<file path="config.mk">
export PLATFORM = sky130hd
export DESIGN_NAME = spec_free_list_flat
export DESIGN_NICKNAME = d
export VERILOG_FILES = /design/src/rtl/spec_free_list_if.sv /design/src/rtl/spec_free_list.sv /design/src/flat_wrapper.sv
export SDC_FILE = /design/constraint.sdc
export NUM_CORES = 1
export LEC_CHECK = 0
export BUFFER_PORTS_ARGS = -buffer_cell sky130_fd_sc_hd__buf_2
export CAP_MARGIN = 0
export CELL_PAD_IN_SITES_DETAIL_PLACEMENT = 1
export CELL_PAD_IN_SITES_GLOBAL_PLACEMENT = 1
export CORE_ASPECT_RATIO = 1.5
export CORE_MARGIN = 4
export CORE_UTILIZATION = 30
export CTS_CLUSTER_DIAMETER = 80
export DETAILED_ROUTE_END_ITERATION = 10
export PLACE_DENSITY = 0.62
export SYNTH_ARGS = -nofsm -noshare
export SYNTH_HDL_FRONTEND = slang
export SYNTH_SLANG_ARGS = --single-unit
</file>
<file path="constraint.sdc">
create_clock -name clk -period 10.53 [get_ports clk]
set_input_delay 3.159 -clock clk [delete_from_list [all_inputs] [get_ports clk]]
set_output_delay 3.159 -clock clk [all_outputs]
set_load 0.03 [all_outputs]
</file>
<file path="src/rtl/spec_free_list_if.sv">
// Rename-side bundle for the speculative physical-register free list.
// Allocate requests, tags handed out, commit releases and status.
interface spec_free_list_if #(
  parameter int TAG_W = 7,
  parameter int PTR_W = 5
);

  logic             flush_i;
  logic             allocate_i;
  logic [3:0]       reqVector_i;
  logic [TAG_W-1:0] freeReg0_o;
  logic [TAG_W-1:0] freeReg1_o;
  logic [TAG_W-1:0] freeReg2_o;
  logic [TAG_W-1:0] freeReg3_o;
  logic             freeListEmpty_o;
  logic [3:0]       commitVector_i;
  logic [TAG_W-1:0] commitReg0_i;
  logic [TAG_W-1:0] commitReg1_i;
  logic [TAG_W-1:0] commitReg2_i;
  logic [TAG_W-1:0] commitReg3_i;
  logic [PTR_W:0]   freeCount_o;

  modport master (
    output flush_i, allocate_i, reqVector_i,
    output commitVector_i,
    output commitReg0_i, commitReg1_i,
    output commitReg2_i, commitReg3_i,
    input  freeReg0_o, freeReg1_o,
    input  freeReg2_o, freeReg3_o,
    input  freeListEmpty_o, freeCount_o
  );

  modport slave (
    input  flush_i, allocate_i, reqVector_i,
    input  commitVector_i,
    input  commitReg0_i, commitReg1_i,
    input  commitReg2_i, commitReg3_i,
    output freeReg0_o, freeReg1_o,
    output freeReg2_o, freeReg3_o,
    output freeListEmpty_o, freeCount_o
  );

endinterface

</file>
<file path="src/rtl/spec_free_list.sv">
// Physical register free list: 4-wide allocate, 4-wide release.
// Mispredict flush rewinds allocation to the last commit point.
module spec_free_list #(
  parameter int PHY_REGS  = 96,
  parameter int ARCH_REGS = 64,
  parameter int TAG_W     = 7
) (
  input logic clk,
  input logic reset,
  spec_free_list_if.slave fl
);

  localparam int FL_SIZE = PHY_REGS - ARCH_REGS;
  localparam int PTR_W   = $clog2(FL_SIZE);

  typedef logic [PTR_W:0]   ptr_t;
  typedef logic [PTR_W-1:0] idx_t;
  typedef logic [TAG_W-1:0] tag_t;

  tag_t ring [FL_SIZE];
  ptr_t head;
  ptr_t commitHead;
  ptr_t tail;
  ptr_t freeCount;

  tag_t       commitReg [4];
  idx_t       rdIdx [4];
  idx_t       wrIdx [4];
  logic [2:0] popN;
  logic [2:0] pushN;
  logic       doPop;

  function automatic logic [2:0] lowCount(
    input logic [3:0] v,
    input int         n
  );
    logic [2:0] c;
    c = '0;
    for (int i = 0; i < 4; i++)
      if (i < n) c = c + {2'b00, v[i]};
    return c;
  endfunction

  // Lane slots are prefix-count offsets from head (read) and tail (write).
  always_comb begin
    commitReg[0] = fl.commitReg0_i;
    commitReg[1] = fl.commitReg1_i;
    commitReg[2] = fl.commitReg2_i;
    commitReg[3] = fl.commitReg3_i;
    for (int k = 0; k < 4; k++) begin
      rdIdx[k] = head[PTR_W-1:0] +
                 idx_t'(lowCount(fl.reqVector_i, k));
      wrIdx[k] = tail[PTR_W-1:0] +
                 idx_t'(lowCount(fl.commitVector_i, k));
    end
    popN  = lowCount(fl.reqVector_i, 4);
    pushN = lowCount(fl.commitVector_i, 4);
    doPop = fl.allocate_i &&
            !fl.freeListEmpty_o &&
            !fl.flush_i;
  end

  assign fl.freeReg0_o      = ring[rdIdx[0]];
  assign fl.freeReg1_o      = ring[rdIdx[1]];
  assign fl.freeReg2_o      = ring[rdIdx[2]];
  assign fl.freeReg3_o      = ring[rdIdx[3]];
  assign fl.freeCount_o     = freeCount;
  assign fl.freeListEmpty_o = freeCount < ptr_t'(4);

  // Ring writes and pointer moves; a flush rewinds head past this cycle's commits.
  always_ff @(posedge clk) begin
    if (reset) begin
      for (int i = 0; i < FL_SIZE; i++)
        ring[i] <= tag_t'(ARCH_REGS + i);
      head       <= '0;
      commitHead <= '0;
      tail       <= {1'b1, idx_t'(0)};
      freeCount  <= ptr_t'(FL_SIZE);
    end else begin
      for (int k = 0; k < 4; k++)
        if (fl.commitVector_i[k])
          ring[wrIdx[k]] <= commitReg[k];
      tail       <= tail + ptr_t'(pushN);
      commitHead <= commitHead + ptr_t'(pushN);
      if (fl.flush_i) begin
        head      <= commitHead + ptr_t'(pushN);
        freeCount <= ptr_t'(FL_SIZE);
      end else begin
        head      <= head +
                     (doPop ? ptr_t'(popN) : '0);
        freeCount <= freeCount + ptr_t'(pushN) -
                     (doPop ? ptr_t'(popN) : '0);
      end
    end
  end

  // Releases never overfill the ring; committed window always spans it.
  always_ff @(posedge clk) begin
    if (!reset) begin
      assert (int'(freeCount) + int'(pushN) <=
              FL_SIZE + (doPop ? int'(popN) : 0));
      assert (ptr_t'(tail - commitHead) ==
              ptr_t'(FL_SIZE));
    end
  end

endmodule

</file>
<file path="src/flat_wrapper.sv">
// flat-port wrapper written by rule: the top's interface ports become plain ports
module spec_free_list_flat 
#(
  parameter int PHY_REGS  = 96,
  parameter int ARCH_REGS = 64,
  parameter int TAG_W     = 7
)
  (clk, reset, fl_flush_i, fl_allocate_i, fl_reqVector_i, fl_commitVector_i, fl_commitReg0_i, fl_commitReg1_i, fl_commitReg2_i, fl_commitReg3_i, fl_freeReg0_o, fl_freeReg1_o, fl_freeReg2_o, fl_freeReg3_o, fl_freeListEmpty_o, fl_freeCount_o);
  spec_free_list_if #(.TAG_W(TAG_W), .PTR_W(5)) fl_i ();
  input logic clk;
  input logic reset;
  input wire logic [$bits(fl_i.flush_i)-1:0] fl_flush_i;
  input wire logic [$bits(fl_i.allocate_i)-1:0] fl_allocate_i;
  input wire logic [$bits(fl_i.reqVector_i)-1:0] fl_reqVector_i;
  input wire logic [$bits(fl_i.commitVector_i)-1:0] fl_commitVector_i;
  input wire logic [$bits(fl_i.commitReg0_i)-1:0] fl_commitReg0_i;
  input wire logic [$bits(fl_i.commitReg1_i)-1:0] fl_commitReg1_i;
  input wire logic [$bits(fl_i.commitReg2_i)-1:0] fl_commitReg2_i;
  input wire logic [$bits(fl_i.commitReg3_i)-1:0] fl_commitReg3_i;
  output wire logic [$bits(fl_i.freeReg0_o)-1:0] fl_freeReg0_o;
  output wire logic [$bits(fl_i.freeReg1_o)-1:0] fl_freeReg1_o;
  output wire logic [$bits(fl_i.freeReg2_o)-1:0] fl_freeReg2_o;
  output wire logic [$bits(fl_i.freeReg3_o)-1:0] fl_freeReg3_o;
  output wire logic [$bits(fl_i.freeListEmpty_o)-1:0] fl_freeListEmpty_o;
  output wire logic [$bits(fl_i.freeCount_o)-1:0] fl_freeCount_o;
  assign fl_i.flush_i = fl_flush_i;
  assign fl_i.allocate_i = fl_allocate_i;
  assign fl_i.reqVector_i = fl_reqVector_i;
  assign fl_i.commitVector_i = fl_commitVector_i;
  assign fl_i.commitReg0_i = fl_commitReg0_i;
  assign fl_i.commitReg1_i = fl_commitReg1_i;
  assign fl_i.commitReg2_i = fl_commitReg2_i;
  assign fl_i.commitReg3_i = fl_commitReg3_i;
  assign fl_freeReg0_o = fl_i.freeReg0_o;
  assign fl_freeReg1_o = fl_i.freeReg1_o;
  assign fl_freeReg2_o = fl_i.freeReg2_o;
  assign fl_freeReg3_o = fl_i.freeReg3_o;
  assign fl_freeListEmpty_o = fl_i.freeListEmpty_o;
  assign fl_freeCount_o = fl_i.freeCount_o;
  spec_free_list #(.PHY_REGS(PHY_REGS), .ARCH_REGS(ARCH_REGS), .TAG_W(TAG_W)) u_core (.clk(clk), .reset(reset), .fl(fl_i));
endmodule
</file>
* After elaboration in Yosys (flattened, before gate mapping)
Memories as Yosys holds them, arrays and structs flattened. A register that Yosys moved wholly into a read port is not among the register bits.
Cells that the tools add are included.
** Storage, ports and cells
- Register bits after elaboration :: 24
- Latch bits :: 0
- Memory bits (writable) :: 224
- ROM bits :: 0
- Input port bits :: 40
- Output and inout port bits :: 35
- Logic and storage cells :: 61
- Memories kept :: 1
** Memories
- u_core.ring :: words 32, bits a word 7, read ports 4, clocked after memory_dff 1, wr ports 32, RTL line spec_free_list.sv:20 : tag_t ring [FL_SIZE];
** Operators by class
- Add/subtract/negate cells :: 17
- Multipliers :: 0
- Div/mod/pow operators :: 0
- $lt $le $gt $ge :: 1
- Equal/unequal tests :: 0
- Shifts and indexed selects :: 0
- Muxes and demuxes :: 29
- Bitwise operators :: 0
- Reduce and logical (&&, ||, !) cells :: 9
** Operator list (count)
- 7-bit 2-to-1 mux :: 4
- 7-bit OR reduction :: 4
- 5-bit 2-to-1 mux :: 5
- 5-bit by 3-bit adder with 5-bit output :: 4
- 6-bit by 3-bit adder with 6-bit output :: 3
- 1-bit 2-to-1 mux :: 18
- 3-bit by 1-bit adder with 3-bit output :: 4
- 5-bit by 1-bit adder with 5-bit output :: 2
- 6-bit adder :: 1
- 6-bit by 3-bit < comparator with 1-bit output, second input constant :: 1
- 6-bit 2-to-1 mux :: 1
- 6-bit subtractor :: 1
- 1-bit by 1-bit adder with 2-bit output :: 2
- 3-bit 2-to-1 mux :: 1
- 1-bit logical AND :: 2
- 1-bit zero test :: 2
- 2-bit OR reduction :: 1

* Logic depth before layout (Yosys ltp)
- Depth after elaboration :: 8
- Mapped depth :: 14
- Gate-level depth less buffers :: 14

* Least setup slack after synthesis
No wires, ideal clock.
- Path type :: in2out
- Start point :: input port fl_reqVector_i[0]
- End point :: output port fl_freeReg2_o[0]
- Data arrival time :: 5.993 ns
- Required time :: 7.371 ns
- Setup slack :: 1.378 ns
- Cell stages on the path :: 8
- Path buffers :: 2
- Path through :: ha_1 > ha_1 > fa_1 > clkbuf_1 > clkbuf_1 > mux4_2 > mux4_2 > mux2_2
** On the way
- Word-level cells in the longest chain between the ends :: 3
** RTL lines
- start: declaration :: RTL line flat_wrapper.sv:14 : input wire logic [$bits(fl_i.reqVector_i)-1:0] fl_reqVector_i;
- 1-bit by 1-bit adder with 2-bit output :: RTL line spec_free_list.sv:40 : if (i < n) c = c + {2'b00, v[i]};
- 5-bit by 3-bit adder with 5-bit output :: RTL line spec_free_list.sv:51 : rdIdx[k] = head[PTR_W-1:0] +
- memory 32 x 7 bit
- end: declaration :: RTL line flat_wrapper.sv:22 : output wire logic [$bits(fl_i.freeReg2_o)-1:0] fl_freeReg2_o;
No other way between the ends.

* Worst setup path after layout
- Start point :: input port fl_reqVector_i[0]
- End point :: output port fl_freeReg3_o[4]
** On the way
- Word-level cells in the longest chain between the ends :: 4
** RTL lines
- 1-bit by 1-bit adder with 2-bit output :: RTL line spec_free_list.sv:40
- 3-bit by 1-bit adder with 3-bit output :: RTL line spec_free_list.sv:40
- 5-bit by 3-bit adder with 5-bit output :: RTL line spec_free_list.sv:51
- memory 32 x 7 bit
- end: declaration :: RTL line flat_wrapper.sv:23 : output wire logic [$bits(fl_i.freeReg3_o)-1:0] fl_freeReg3_o;
No other way between the ends.

==> results.sh <==
export IMPL_status="finished clean"
export IMPL_synth_top_area_share_pct=27.0
export IMPL_regToRegSetupSlack_ps=5460
export IMPL_fillers=9274
export IMPL_synth_top_cells_by_area="edfxtp_1, mux4_2, a21oi_1, nand2_1, o21ai_0"
export IMPL_first_global_vias=26200
export IMPL_whs_ps=548
export IMPL_cts_setup_buffers=0
export IMPL_via_count=27200
export IMPL_clkSlewWorstSetupHoldPaths_ps=70
export IMPL_root_buffer="clkbuf_16"
export IMPL_cts_resized=0
export IMPL_min_to="u_core.commitHead[3]"
export IMPL_drc=0
export IMPL_hold_depth=2
export IMPL_core_area_um2=82500
export IMPL_period_needed_ps=9350
export IMPL_async_flop_share_pct=0
export IMPL_yosys_warnings=0
export IMPL_cp_cell_sequence="buf_2 > ha_1 > ha_1 > ha_1 > ha_1 > a21oi_1 > xor2_2 > buf_4 > mux2i_1 > a32oi_1 > and3_1 > buf_2"
export IMPL_crit_family="adder cells"
export IMPL_clock_skew_ps=38.9
export IMPL_synth_top_area_cell="edfxtp_1"
export IMPL_drive_above_1_share_pct=21.0
export IMPL_ys_ff_latch=245
export IMPL_nNetsFinal=2626
export IMPL_cp_required_ps=7370
export IMPL_ant_nets=0
export IMPL_critical_path_max_stage_delay_ps=390
export IMPL_start_util_pct=30.2
export IMPL_synth_flop_cell="edfxtp_1"
export IMPL_setup_viol=0
export IMPL_cts_buffers=25
export IMPL_fp_row_count=129
export IMPL_worstReg2RegEnd="u_core.ring[9][0]"
export IMPL_critPathMostFrequentCell="ha_1"
export IMPL_p_leak_nw=8.38
export IMPL_timing_setup_tns_ps=0
export IMPL_r2r_cells=7
export IMPL_die_w_um=243
export IMPL_clk_latency_ps=570
export IMPL_gp_congestion=1.10
export IMPL_cts_hold_buf=0
export IMPL_reg2reg_from="u_core.tail[0]"
export IMPL_worst_path_buf_inv=3
export IMPL_die_area_um2=87900
export IMPL_synthDistinctLibCells=90
export IMPL_antenna_found_initial=18
export IMPL_syn_nets=2689
export IMPL_ys_seq_area_share_pct=28.6
export IMPL_io_pins=75
export IMPL_clock_path_buffers=3
export IMPL_timing_fmax_ghz=0.107
export IMPL_rsz0062_at_grt="no"
export IMPL_grt_max_degree=57
export IMPL_wl_per_cell_um=48.7
export IMPL_powerDensity_nw_per_um2=220
export IMPL_dr_first_iter_drc_count=4061
export IMPL_critPathArrivalTime_ps=6190
export IMPL_syn_inst=2597
export IMPL_cp_slowest_cell="buf_4"
export IMPL_grt_usage_pct=39.3
export IMPL_worst_slew_pin_slew_ps=1380
export IMPL_peakVddDrop_mv=0.194
export IMPL_cts_num_sinks=245
export IMPL_startpoint_type="input port"
export IMPL_routed_wl_mm=179
export IMPL_path_max_fanout=28
export IMPL_die_h_um=361
export IMPL_firstDrtPassIters=6
export IMPL_worst_setup_path_type="in -> out"
export IMPL_grt_overflow_total=0
export IMPL_cts_htree_levels=1
export IMPL_portBuffers=74
export IMPL_slew_violations=0
export IMPL_syn_area_um2=24900
export IMPL_via_per_inst=7.39
export IMPL_final_util_pct=33.3
export IMPL_synth_edf_count=224
export IMPL_drv_cap=0
export IMPL_hold_viol_final=0
export IMPL_slew_headroom_pct=8.19
export IMPL_tritoncts="done"
export IMPL_dp_hpwl_mm=134
export IMPL_avgSynthCellArea_um2=9.61
export IMPL_hold_start="u_core.commitHead[3]"
export IMPL_period_share_pct=88.8
export IMPL_hold_path_class="reg -> reg"
export IMPL_end_kind="output pin"
export IMPL_area_growth_pct=10.0
export IMPL_grt_pass1_wl_mm=238
-- Yosys cell counts (6+ instances only) --
cell / n
a211oi_1: 33
a21o_1: 9
a21oi_1: 218
a221o_1: 11
a221oi_1: 38
a22o_1: 14
a22oi_1: 31
a311oi_1: 7
a31oi_1: 57
a32oi_1: 19
and2_1: 13
and3_1: 22
buf_1: 14
buf_2: 60
clkbuf_1: 193
dfxtp_1: 21
edfxtp_1: 224
fa_1: 14
ha_1: 38
inv_1: 45
mux2_2: 14
mux2i_1: 22
mux4_2: 252
nand2_1: 283
nand2b_1: 13
nand3_1: 80
nand3b_1: 11
nand4_1: 22
nor2_1: 212
nor2b_1: 21
nor3_1: 52
nor3b_1: 6
nor4_2: 8
o211ai_1: 51
o21a_1: 7
o21ai_0: 199
o21ai_1: 9
o221ai_1: 57
o22a_1: 6
o22ai_1: 50
o31ai_1: 8
or3_1: 13
xnor2_1: 15
xor2_1: 9
-- worst max path at each step --
stage | startpoint | to | slack, ps | depth (start not counted)
3_3_place_gp | fl_reqVector_i[0] | fl_freeReg3_o[1] | 1180 | 12
3_5_place_dp | fl_reqVector_i[0] | fl_freeReg2_o[2] | 1190 | 8
2_1_floorplan | fl_reqVector_i[0] | fl_freeReg2_o[0] | 1380 | 8
5_1_grt | fl_reqVector_i[0] | fl_freeReg3_o[1] | 1010 | 12
6_report | fl_reqVector_i[0] | fl_freeReg3_o[4] | 1180 | 12
4_1_cts | fl_reqVector_i[0] | fl_freeReg2_o[2] | 1190 | 8
-- kinds of logic after synthesis --
group | after synthesis | share of synthesized area [%]
buffers and inverters | 317 | 5.15
adder cells (fa/ha/maj) | 52 | 3.03
AND/OR/NAND/NOR | 786 | 14.8
flip-flops | 245 | 28.6
AO/OA/AOI/OAI | 883 | 23.1
multiplexers | 288 | 24.3
XOR/XNOR | 26 | 0.973
-- flip-flops by register name, summed over array words and instances, names as in the netlist --
register and cells:
u_core.ring 224, u_core.fl.freeCount_o 6, u_core.commitHead 5, u_core.head 5, u_core.tail 5
-- worst reg2reg max path: stages (launching register included) --
cell and delay (ps):
dfxtp_1 810, ha_1 290, inv_1 60, fa_1 520
nand3b_1 450, nor2_1 1140, nand3_1 720, nand4_1 680
-- layer usage --
metal	track usage [%]	share of wire, %
met1	44.1	33
met2	61.2	44
met3	10.0	10
met4	36.2	13
met5	0	0.044
-- metrics by stage --
step | power (mW) | setup slack (ps) | area [um2] | std cells
after CTS | 5.91 | 1190 | 27400 | 3665
final | 6.03 | 1180 | 27500 | 3675
after floorplan | 3.54 | 1380 | 24900 | 2597
after global placement | 4.97 | 1180 | 26600 | 3620
after detailed placement | 5.01 | 1190 | 26600 | 3620
after global routing | 6.17 | 1010 | 27400 | 3665
-- report_power, final --
part | internal, mW | switching, mW | leakage, nW | total [mW]
logic | 1.27 | 2.41 | 5.88 | 3.67
clock network | 0.493 | 0.407 | 0.399 | 0.900
registers | 1.20 | 0.256 | 2.11 | 1.46
-- area by class of cell --
cell class	count	area, um2	area share [%]
multi-input cells	2035	16700	60.7
flip-flops and latches	245	7150	26.1
well taps	1113	1390	5.07
repair buffers	180	1230	4.48
clock buffers	28	637	2.32
inverters	47	176	0.643
clock inverters	17	170	0.620
diodes	10	25.0	0.0912
-- layout by cell type, fill, tap and decap left out, types with 11 or more instances in the layout --
master / count
fa_1: 12
dfxtp_1: 18
a221o_1: 11
or3_1: 13
clkbuf_16: 25
mux4_2: 252
and3_1: 22
and2_1: 13
xnor2_1: 14
o21ai_0: 199
nor3_1: 48
a211oi_1: 33
nand3_1: 80
buf_2: 74
o22ai_1: 49
nor2b_1: 21
nand3b_1: 11
o211ai_1: 51
o221ai_1: 57
buf_4: 101
nand2b_1: 13
a21oi_1: 218
edfxtp_1: 224
a32oi_1: 19
inv_1: 45
mux2i_1: 22
a22oi_1: 31
mux2_2: 14
nor2_1: 210
a22o_1: 14
a221oi_1: 38
ha_1: 34
nand4_1: 22
a31oi_1: 57
nand2_1: 283
Power figures use the tool's default switching activity.
